`src/rtl/lsu_pkg.sv`:
```
// lsu_pkg: shared encodings for the load/store unit (FSM states, funct3 codes,
// mem_sel bit positions, exception causes) plus the load lane-extraction helper.
package lsu_pkg;
   typedef enum logic [1:0] {S_IDLE, S_ACCESS, S_CAPTURE, S_RESP} state_t;

   localparam logic [2:0] F3_B  = 3'b000;
   localparam logic [2:0] F3_H  = 3'b001;
   localparam logic [2:0] F3_W  = 3'b010;
   localparam logic [2:0] F3_BU = 3'b100;
   localparam logic [2:0] F3_HU = 3'b101;

   localparam int SEL_LB  = 7;
   localparam int SEL_LBU = 6;
   localparam int SEL_LH  = 5;
   localparam int SEL_LHU = 4;
   localparam int SEL_LW  = 3;
   localparam int SEL_SB  = 2;
   localparam int SEL_SH  = 1;
   localparam int SEL_SW  = 0;

   localparam logic [3:0] CAUSE_NONE        = 4'd0;
   localparam logic [3:0] CAUSE_ILLEGAL     = 4'd2;
   localparam logic [3:0] CAUSE_LD_MISALIGN = 4'd4;
   localparam logic [3:0] CAUSE_LD_FAULT    = 4'd5;
   localparam logic [3:0] CAUSE_ST_MISALIGN = 4'd6;
   localparam logic [3:0] CAUSE_ST_FAULT    = 4'd7;

   localparam logic [2:0] MEM_STATE_ACCESS = 3'd3;

   // Memory returns the whole word; pick the lane by the low address bits and extend.
   function automatic logic [31:0] load_extract(input logic [7:0] sel, input logic [1:0] off, input logic [31:0] word);
      logic [31:0] s;
      s = word >> {off, 3'b000};
      return sel[SEL_LB]  ? {{24{s[7]}}, s[7:0]} :
             sel[SEL_LBU] ? {24'h0, s[7:0]} :
             sel[SEL_LH]  ? {{16{s[15]}}, s[15:0]} :
             sel[SEL_LHU] ? {16'h0, s[15:0]} : word;
   endfunction
endpackage

```
`src/rtl/lsu_decode.sv`:
```
// lsu_decode: maps load/store/funct3 and the low address bits to a one-hot
// mem_sel, an illegal-request flag and a misaligned flag.
module lsu_decode
   import lsu_pkg::*;
(
   input  logic       load,
   input  logic       store,
   input  logic [2:0] funct3,
   input  logic [1:0] addr_lo,
   output logic [7:0] sel,
   output logic       illegal,
   output logic       misaligned
);
   always_comb begin
      sel = '0;
      if (load && !store)
         case (funct3)
            F3_B:    sel[SEL_LB]  = 1'b1;
            F3_H:    sel[SEL_LH]  = 1'b1;
            F3_W:    sel[SEL_LW]  = 1'b1;
            F3_BU:   sel[SEL_LBU] = 1'b1;
            F3_HU:   sel[SEL_LHU] = 1'b1;
            default: ;
         endcase
      else if (store && !load)
         case (funct3)
            F3_B:    sel[SEL_SB] = 1'b1;
            F3_H:    sel[SEL_SH] = 1'b1;
            F3_W:    sel[SEL_SW] = 1'b1;
            default: ;
         endcase
      illegal = sel == '0;
      misaligned = ((sel[SEL_LH] | sel[SEL_LHU] | sel[SEL_SH]) & addr_lo[0]) |
                   ((sel[SEL_LW] | sel[SEL_SW]) & (addr_lo != 2'b00));
   end
endmodule

```
`src/rtl/load_store_unit.sv`:
```
// load_store_unit: one-request-at-a-time LSU between execute, a synchronous data memory
// and writeback. Define LSU_ALIGN_CHECK_EN to trap misaligned halfword/word accesses.
module load_store_unit
   import lsu_pkg::*;
#(
   parameter int MEM_WORDS = 1024
) (
   input  logic        clk,
   input  logic        rst,
   input  logic        req_valid,
   output logic        req_ready,
   input  logic        req_load,
   input  logic        req_store,
   input  logic [2:0]  req_funct3,
   input  logic [31:0] req_addr,
   input  logic [31:0] req_wdata,
   input  logic [4:0]  req_rd,
   output logic [2:0]  mem_state,
   output logic        mem_enabled,
   output logic        mem_load_enable,
   output logic        mem_store_enable,
   output logic [7:0]  mem_sel,
   output logic [31:0] mem_address,
   output logic [31:0] mem_data_in,
   input  logic [31:0] mem_data_out,
   output logic        wb_valid,
   input  logic        wb_ready,
   output logic        wb_we,
   output logic [4:0]  wb_rd,
   output logic [31:0] wb_data,
   output logic        exc_valid,
   output logic [3:0]  exc_cause,
   output logic [31:0] exc_tval
);
`ifdef LSU_ALIGN_CHECK_EN
   localparam bit ALIGN_CHECK = 1'b1;
`else
   localparam bit ALIGN_CHECK = 1'b0;
`endif
   state_t      state, state_nx;
   logic [31:0] addr_q, wdata_q, wb_data_q, exc_tval_q;
   logic [4:0]  rd_q;
   logic [7:0]  sel_q, dec_sel;
   logic [3:0]  exc_cause_q, cause;
   logic        load_q, store_q, wb_we_q, exc_q;
   logic        dec_illegal, dec_misaligned, misaligned, out_of_range, fault, fire, access;

   lsu_decode u_decode (
      .load       (req_load),
      .store      (req_store),
      .funct3     (req_funct3),
      .addr_lo    (req_addr[1:0]),
      .sel        (dec_sel),
      .illegal    (dec_illegal),
      .misaligned (dec_misaligned)
   );

   // Faults are classified at acceptance so they can skip the memory entirely.
   always_comb begin
      fire = req_valid && state == S_IDLE;
      misaligned = ALIGN_CHECK && dec_misaligned;
      out_of_range = {2'b00, req_addr[31:2]} >= 32'(MEM_WORDS);
      fault = dec_illegal || misaligned || out_of_range;
      cause = dec_illegal ? CAUSE_ILLEGAL :
              misaligned ? (req_load ? CAUSE_LD_MISALIGN : CAUSE_ST_MISALIGN) :
              out_of_range ? (req_load ? CAUSE_LD_FAULT : CAUSE_ST_FAULT) : CAUSE_NONE;
   end

   always_ff @(posedge clk)
      state <= rst ? S_IDLE : state_nx;

   always_comb begin
      state_nx = state;
      case (state)
         S_IDLE:    state_nx = fire ? (fault ? S_RESP : S_ACCESS) : S_IDLE;
         S_ACCESS:  state_nx = load_q ? S_CAPTURE : S_RESP;
         S_CAPTURE: state_nx = S_RESP;
         S_RESP:    state_nx = wb_ready ? S_IDLE : S_RESP;
         default:   state_nx = S_IDLE;
      endcase
   end

   always_ff @(posedge clk)
      if (rst) begin
         addr_q      <= '0;
         wdata_q     <= '0;
         rd_q        <= '0;
         sel_q       <= '0;
         load_q      <= 1'b0;
         store_q     <= 1'b0;
         wb_data_q   <= '0;
         wb_we_q     <= 1'b0;
         exc_q       <= 1'b0;
         exc_cause_q <= '0;
         exc_tval_q  <= '0;
      end else if (fire) begin
         addr_q      <= req_addr;
         wdata_q     <= req_wdata;
         rd_q        <= req_rd;
         sel_q       <= fault ? 8'h00 : dec_sel;
         load_q      <= req_load;
         store_q     <= req_store;
         wb_data_q   <= '0;
         wb_we_q     <= 1'b0;
         exc_q       <= fault;
         exc_cause_q <= cause;
         exc_tval_q  <= (fault && !dec_illegal) ? req_addr : 32'h0;
      end else if (state == S_CAPTURE) begin
         wb_data_q <= load_extract(sel_q, addr_q[1:0], mem_data_out);
         wb_we_q   <= 1'b1;
      end

   // Enables are gated by rst so a store caught mid-access never reaches memory.
   always_comb begin
      access = state == S_ACCESS;
      req_ready = state == S_IDLE;
      mem_state = access ? MEM_STATE_ACCESS : 3'd0;
      mem_enabled = access && !rst;
      mem_load_enable = access && load_q && !rst;
      mem_store_enable = access && store_q && !rst;
      mem_sel = access ? sel_q : 8'h00;
      mem_address = access ? addr_q : 32'h0;
      mem_data_in = access ? wdata_q : 32'h0;
      wb_valid = state == S_RESP;
      wb_we = wb_we_q;
      wb_rd = rd_q;
      wb_data = wb_data_q;
      exc_valid = wb_valid && exc_q;
      exc_cause = exc_cause_q;
      exc_tval = exc_tval_q;
   end
endmodule

```
`config.mk`:
```
export PLATFORM = sky130hd
export DESIGN_NAME = load_store_unit
export DESIGN_NICKNAME = d
export VERILOG_FILES = /design/src/rtl/lsu_pkg.sv /design/src/rtl/lsu_decode.sv /design/src/rtl/load_store_unit.sv
export SDC_FILE = /design/constraint.sdc
export NUM_CORES = 1
export LEC_CHECK = 0
export ABC_AREA = 1
export CAP_MARGIN = 10
export CORE_MARGIN = 1.5
export CORE_UTILIZATION = 46
export CTS_CLUSTER_DIAMETER = 60
export DETAILED_ROUTE_END_ITERATION = 7
export PLACE_DENSITY_LB_ADDON = 0.3
export SYNTH_ARGS = -nofsm -noshare
export SYNTH_HDL_FRONTEND = slang
export SYNTH_SLANG_ARGS = --single-unit
```
`constraint.sdc`:
```
create_clock -name clk -period 2.6 [get_ports clk]
set_input_delay 0.39 -clock clk [delete_from_list [all_inputs] [get_ports clk]]
set_output_delay 0.39 -clock clk [all_outputs]
set_load 0.1 [all_outputs]
```
==> impl_results.md <==
* CTS root buf: clkbuf_16
* Max VDD drop at 674.2 uV
* Final slew viol count at 0
* DP Wirelength at 14200 um
* Most common cell after layout, fill and taps aside: nand2_1
* Crit path launch type: flop
* IO Port Bufs at 262
* PnR Total Power at 8.970 mW
* HP Class: reg -> reg
* # rows at 42
* Initial core utilization at 0.4757
* Top FF cell, synth: dfxtp_1
* Setup TNS at 0 ns
* Unrepaired setup endpoints after global routing: false
* First-pass DRT Iterations at 5
* Synth area leader: dfxtp_1
* WP data required at 2.21 ns
* PwrDens at 878.0 nW/um2
* Synth top area share at 0.4698
* First-pass GRT wire length at 31390 um
* Clock Latency Late Sink at 0.42 ns
* Outcome: finished clean
* Ys async rst share at 0
* Area of the core at 13350 um2
* Critical Path AT at 2.02 ns
* Iteration-0 DRC Markers at 448
* Period utilization at 0.9251
* Initial antenna violation count at 0
* Grt ovf at 0
* Endpoints failing setup at 0
* CTS Hold Bufs at 0
* Final Non-Filler Cells at 1321
* Share of layout cells above drive strength 1 at 0.1834
* FF+latch count, synth at 149
* Most frequent cells in the layout: nand2_1 (162), dfxtp_1 (149), inv_1 (136)
* Post-Syn Area at 6350 um2
* Chip height at 120.5 um
* Mean area per synthesized cell at 7.103 um2
* Unique masters post-synth at 29
* # fillers at 988
* # placed instances at 1289
* Final #Nets at 1242
* Number of global-route vias before repair at 6284
* Largest net degree at the start of global routing at 71
* Sequential element share of the synthesized area at 0.4698
* Final WL at 20070 um
* Fmax at 415.7 MHz
* # diodes at 0
* Worst Path Max Fanout at 34
* Die X at 120.5 um
* CTS Buffer Depth at 2
* Post-Synthesis Cells at 894
* Fin. Hold Viols at 0
* Max-slew headroom at 0.6312
* Die area at 14520 um2
* DRT antenna net count at 0
* Routability Congestion at 0.9306
* Wire length per cell at 15.19 um
* H-tree depth at 4
* # clock sinks at 149
* Post-CTS Resized at 0
* Number of setup buffers added after CTS at 0
* Via/cell ratio at 4.980
* WS Path Type: reg -> out
* TritonCTS buffer count at 17
* # DRC at 0
* Clock skew at 0.006291 ns
* Element type at the critical path end: output port
* Max Cap Violations at 0
* Post-synth EDFFs at 0
* Total GRT Usage at 0.2734
* Final Critical Period at 2.405 ns
* Worst-path clk slew at 0.06 ns
* Io pins at 265
* Worst slew pin tran at 0.5519 ns
* CTS tree: built
* Top cells by area, synth: dfxtp_1 (47%), nand2_1 (9.6%), o21ai_0 (8.3%), inv_1 (8.0%), nor2_1 (7.0%)
* Layout area overhead at 60.89%
* Pleak at 4.381 nW
* Synthesis Warnings at 0
* Vias post-DR at 6578
* Fin util at 0.7654
==> flip-flops by register name, summed over array words and instances, names as in the netlist <==
signal,cells
addr_q,32
exc_cause,2
exc_q,1
exc_tval,32
load_q,1
sel_q,8
state,2
store_q,1
wb_data,32
wb_rd,5
wb_we,1
wdata_q,32
==> report_power, final <==
group / internal (mW) / switching (mW)
clock: 1.55 / 1.00
combinational: 0.944 / 2.74
sequential: 2.60 / 0.140
==> per-stage QoR <==
stage / area, um2 / setup slack [ns] / hold WS, ns
CTS: 10220 / 0.1536 / 0.4619
detailed placement: 9599 / 0.4341 / 0.4463
floorplan: 6354 / -0.4817 / 0.4265
global route: 10220 / 0.04864 / 0.4800
finish: 10220 / 0.1947 / 0.4587
global placement: 9599 / 0.5120 / 0.4407
==> logic make-up (layout without fill, tap and decap cells) <==
kind of cell | Yosys count | count (layout) | synth area share
AOI/OAI and AO/OA | 224 | 224 | 0.1888
DFF | 149 | 149 | 0.4698
buffers and inverters | 193 | 443 | 0.1308
and+or+nand+nor | 327 | 327 | 0.2100
other | 1 | 2 | 0.0005906
==> cells in the mapped netlist, types with 5 or more instances <==
master    instances
a21oi_1          37
a22o_1            5
buf_1             5
buf_2            25
buf_4             8
buf_6             6
clkbuf_1         11
dfxtp_1         149
inv_1           136
nand2_1         163
nand3_1          25
nand4_1           7
nor2_1          118
o21ai_0         105
o21ai_1          52
o21bai_1         16
==> worst max-delay path, cell delays in order (launching register included) <==
cell     delay, ns
dfxtp_1       0.46
nand2_2       0.31
buf_12        0.28
nor3_1        0.30
buf_12        0.23
==> cell type report <==
type | instances | area, um2 | area share
repair buffers | 273 | 3323 | 0.3253
flip-flops and latches | 149 | 2983 | 0.2920
multi-input cells | 553 | 2555 | 0.2501
inverters | 138 | 518.0 | 0.05070
clock buffers | 18 | 439.2 | 0.04299
well taps | 176 | 220.2 | 0.02156
clock inverters | 14 | 177.7 | 0.01739
==> final timing paths <==
path,from,end,slack (ns),cells past startpoint
max,state[0],mem_load_enable,0.19,4
min,exc_tval[13],exc_tval[13],0.46,2
max reg2reg,addr_q[0],wb_data[25],0.71,9
min reg2reg,exc_tval[13],exc_tval[13],0.46,2
==> per-layer routing <==
layer,wire length [um],share of wire,global-route usage,vias to the layer above
met1,8363,0.42,0.3384,2992
met4,600,0.030,0.1221,0
met3,1604,0.080,0.07406,43
li1,-,-,-,3274
met2,9501,0.47,0.4453,269
met5,0,0,0,-
No activity file was read; power rests on OpenSTA's default activity.
==> edit 1 (config.mk and constraints unchanged) <==
Set the parameter `MEM_WORDS` to 512 (it was 1024).
--- a/src/rtl/load_store_unit.sv
+++ b/src/rtl/load_store_unit.sv
@@ -5,3 +5,3 @@
 #(
-   parameter int MEM_WORDS = 1024
+   parameter int MEM_WORDS = 512
 ) (
Function: changed (Yosys sat finds a counterexample within 4 cycles, from zero or initial values and one cycle with rst high).
==> edit 1 against the unedited design <==
Global-route usage is 0.15 points higher; routed wire length is 1.2% lower; design area is 0.25% higher; total power is 0.55% higher; sequential cell count stayed put; area after synthesis hardly changed; first-iteration DRC count is 17% higher; largest power group unchanged; largest cell class unchanged; setup slack better by 0.0056 ns; via count is 0.50% higher.
==> edit 1: results (changes against the unedited design) <==
STA:
- The transition time of the tightest slew-check pin is 0.683 ns (+0.131 ns).
- The worst setup skew after layout is 0.00757 ns (+0.00128 ns).

Placed design:
- The sum of net half-perimeters after detailed placement is 14.4 mm (+1.6%).
- The worst slack at placement is 0.407 ns (-0.0272 ns).

Final layout:
- The share of post-route cells with drive strength above 1 is 18.7% (+0.40 points).
- The net count of the finished layout is 1255 (+1.0%).
- The count of filler cells inserted in the layout is 981 (-0.71%).

Global route:
- The maximum number of pins on one net before global-route repair was 62 (-13%).
- The total track usage is 27.5% (+0.15 points).
- The global-route wire length before repair is 31.5 mm (+0.33%).

Critical path:
- The largest fanout of any net on the critical path is 38 (+12%).
- The worst register-to-register path begins at state[0].

Yosys:
- The proportion of synthesized chip area in sequential cells is 47.0% (about the same).
- The complex-gate fraction of the synthesized area is 16.3% (-2.6 points).
- The count of distinct cell types in the synthesized netlist came to 30 (+3.4%).
- Ranked by total cell area, the synthesized netlist is headed by dfxtp_1 47%, nand2_1 9.5%, nor2_1 8.8%.
- The commonest cells after synthesis are 161 x nand2_1, 149 x dfxtp_1, 149 x nor2_1, 130 x inv_1, 86 x o21ai_0.

Power:
- The leakage power was 4.38 nW (about the same).
- The power per standard cell area is 881 nW/µm² (+0.31%).

Run status:
- The flow ran to the end, and the final reports show no timing, DRC or antenna violations.

Detailed routing:
- The average vias per placed instance was 4.96 (-0.48%).
- The total routed wirelength is 19.8 mm (-1.2%).
- The via count of the routed design is 6611 (+0.50%).
- The iteration-0 DRC count of the detailed router is 522 (+17%).

Hold path:
- The worst hold path begins at exc_cause[1].
## edit 1: cell types whose count changed in the layout (fill, tap and decap cells not counted), sizes merged, moves of 2 or more
cell / delta
nor2: +32
o21bai: -16
a21oi: -11
nand3: +8
clkbuf: +7
o211ai: +7
o21ai: -6
inv: -5
clkinv: -3
buf: +2
nand4: -2
## edit 1: path summary, 6_finish.rpt
kind	end	cells after the start	slack, ns
max	mem_data_in[7]	4	0.20
min	exc_cause[1]	2	0.46
max reg2reg	wb_data[20]	9	0.67
min reg2reg	exc_cause[1]	2	0.46
## edit 1: layout make-up
class	instances	area (µm²)	share of cell area, %
clock inverters	7	118	1.15
flip-flops and latches	149	2980	29.1
inverters	136	512	5.00
clock buffers	25	505	4.94
multi-input cells	566	2550	24.9
repair buffers	275	3350	32.8
well taps	176	220	2.15
## edit 1: what timing repair did
item / 4_1_cts / 5_1_grt
gates resized for setup: 0 / 1
setup buffers: 0 / 0
endpoints found under the setup margin: 0 / 3
## edit 1: worst register-to-register path, cell delays in order, from the launching register on
cell	delay, ns
dfxtp_1	0.46
nor2_2	0.10
nand2_2	0.13
inv_2	0.10
nor2_4	0.11
clkinv_2	0.37
buf_12	0.34
nor2_1	0.11
o21ai_0	0.10
inv_1	0.07
## edit 1: cell families after synthesis
kind of cell / count (synthesis)
compound gates: 197
buf+inv: 189
flops: 149
other cells: 1
simple gates: 367
## edit 1: per-layer routing
metal	routed length (µm)	GRT usage (%)	part of all wire [%]
met3	1780	9.20	9.0
met5	0	0	0
met4	416	10.7	2.1
met2	9560	45.6	48
met1	8060	32.8	41
==> edit 2 (config.mk and constraints unchanged) <==
Without the edit above. Make the reset (`rst`) asynchronous in one clocked block.
--- a/src/rtl/load_store_unit.sv
+++ b/src/rtl/load_store_unit.sv
@@ -82,3 +82,3 @@
 
-   always_ff @(posedge clk)
+   always_ff @(posedge clk or posedge rst)
       if (rst) begin
Function: differs if rst is asserted again (counterexample within 4 cycles, from zero or initial values and one cycle with rst high); with rst held inactive, the same outputs for 4 cycles.
==> edit 2 against the unedited design <==
Worst hold slack improved by 0.021 ns; register-to-register slack got worse by 0.19 ns; sequential cell count unchanged; area after synthesis increased by 11%; design area increased by 8.2%; total power increased by 36%; routed wire length increased by 7.6%; non-clock buffer count increased by 7; setup slack improved by 0.011 ns; global-route usage increased by 0.25 points; clock power increased by 8%; critical endpoint is now mem_data_in[3]; largest power group unchanged.
==> edit 2: results (changes against the unedited design) <==
Run status:
- The run finished with clean final reports.

Global route:
- The maximum number of pins on one net before global-route repair is 68 (-4.2%).
- The global-route wire length before repair is 34.9 mm (+11%).
- The number of antenna violations at the first check in global routing is 0 (unchanged).
- The number of global-route vias before repair came to 6822 (+8.6%).
- The met3 layer usage reported by global route is 9.15% (+1.7 points).
- The total track usage came to 27.6% (+0.25 points).
- The global-route track usage on met1 is 34.4% (+0.58 points).
- The met2 track demand over resource is 44.9% (+0.32 points).

Hold path:
- The class of the most critical hold timing path is flop to flop.

Final layout:
- The net count of the finished layout is 1286 (+3.5%).
- The number of antenna repair diodes came to 0 (unchanged).
- The share of post-route cells with drive strength above 1 came to 18.4% (+0.078 points).
- The count of filler cells inserted in the layout is 1132 (+15%).

Power:
- The fraction of power spent switching nets was 49.2% (+5.9 points).
- The leakage power is 5.48 nW (+25%).
- The peak ir drop on the vdd network is 0.650 mV (-3.6%).

Yosys:
- The most used flip-flop cell after synthesis is dfrtp_1.
- By count the netlist is led by 324 x nand2_1, 147 x dfrtp_1, 136 x o21ai_0, 108 x nor2_1, 96 x inv_1.
- The share of synthesized flip-flops with an asynchronous set or reset was 98.7% (+99 points).
- By area the synthesized netlist is led by dfrtp_1 52%, nand2_1 17%, o21ai_0 9.6%.
- The complex-gate fraction of the synthesized area is 12.3% (-6.5 points).
- The proportion of synthesized chip area in sequential cells was 52.6% (+5.6 points).
- The count of distinct cell types in the synthesized netlist is 30 (+3.4%).

Placed design:
- The sum of net half-perimeters after detailed placement is 15.1 mm (+6.5%).
- The last weighted congestion value of the routability-driven placer is 0.939 (+0.93%).
- The count of buffers inserted at the top-level ports is 262 (unchanged).
- The total cell area at the placement stage is 10400 µm² (+8.3%).

Detailed routing:
- The average vias per placed instance is 5.06 (+1.7%).
- The number of detailed-route iterations in the first pass is 5 (unchanged).
- The wire length per cell after detailed routing is 15.7 µm (+3.2%).
- The iteration-0 DRC count of the detailed router is 690 (+54%).

Critical path:
- The largest fanout of any net on the critical path is 49 (+44%).
- The data arrival at the endpoint of the critical path is 2.00 ns (-0.02 ns).
- The critical path's largest stage delay is 0.51 ns (+0.05 ns).

STA:
- The relative slew slack came to 39.0% (-24 points).
- The worst setup skew after layout was 0.00839 ns (+0.00210 ns).

Clock tree:
- The CTS buffer count is 17 (unchanged).
-- edit 2: cell types whose count changed after synthesis, moves of 5 or more --
cell and change:
a22o_1 -5, nor2_1 -10, dfxtp_1 -147, a21oi_1 -32, inv_1 -40, o21bai_1 -16
o21ai_1 -40, nand2_1 +161, o21ai_0 +31, buf_1 -5, o22ai_1 +7, dfrtp_1 +147
nand3_1 -16
-- edit 2: power groups by stage --
stage	clock network, mW	logic, mW	registers (mW)
3_5_place_dp	0	6.21	3.30
2_1_floorplan	0	2.40	5.35
6_report	2.75	6.21	3.28
5_1_grt	2.88	6.51	3.35
3_3_place_gp	0	6.14	3.29
4_1_cts	2.78	6.23	3.28
-- edit 2: path summary, 6_finish.rpt --
path	depth (start not counted)	end	from	slack [ns]
max	4	mem_data_in[3]	state[0]	0.21
min	2	wb_rd[1]	wb_rd[1]	0.48
max reg2reg	6	wb_data[9]	addr_q[1]	0.52
min reg2reg	2	wb_rd[1]	wb_rd[1]	0.48
max in group asynchronous	3	addr_q[13]	rst	1.60
min in group asynchronous	3	exc_q	rst	0.65
-- edit 2: area by class of cell --
| cell class | instances | area [µm²] | area share (%) |
|---|---|---|---|
| repair buffers | 280 | 3390 | 30.6 |
| multi-input cells | 628 | 2680 | 24.2 |
| clock buffers | 18 | 439 | 3.97 |
| inverters | 100 | 382 | 3.45 |
| well taps | 188 | 235 | 2.13 |
| flip-flops and latches | 149 | 3720 | 33.6 |
| clock inverters | 14 | 220 | 1.99 |
-- edit 2: per-stage QoR --
stage | hold WS (ns) | std cells | power [mW] | setup WS (ns) | setup TNS [ns]
after floorplan | 0.449 | 933 | 7.76 | -0.285 | -0.285
after global placement | 0.465 | 1345 | 9.43 | 0.471 | 0
after detailed placement | 0.466 | 1345 | 9.51 | 0.385 | 0
after CTS | 0.483 | 1377 | 12.3 | 0.165 | 0
after global routing | 0.493 | 1377 | 12.7 | 0.111 | 0
final | 0.480 | 1377 | 12.2 | 0.206 | 0
-- edit 2: worst register-to-register path, delay by kind of cell, from the launching register on --
family	cells	cell delay, ns
and+or+nand+nor	4	1.09
AOI/OAI and AO/OA	1	0.09
buffers and inverters	1	0.13
DFF	1	0.70
-- edit 2: cell families after synthesis --
family                 Yosys count
AOI/OAI and AO/OA              169
DFF                            149
buffers and inverters          156
and+or+nand+nor                457
other                            1
-- edit 2: metal layers --
layer  vias to the layer above  share of wire, %
li1                       3370                 -
met1                      3254                40
met2                       306                49
met3                        40               8.9
met4                         0               2.3
met5                         -                 0
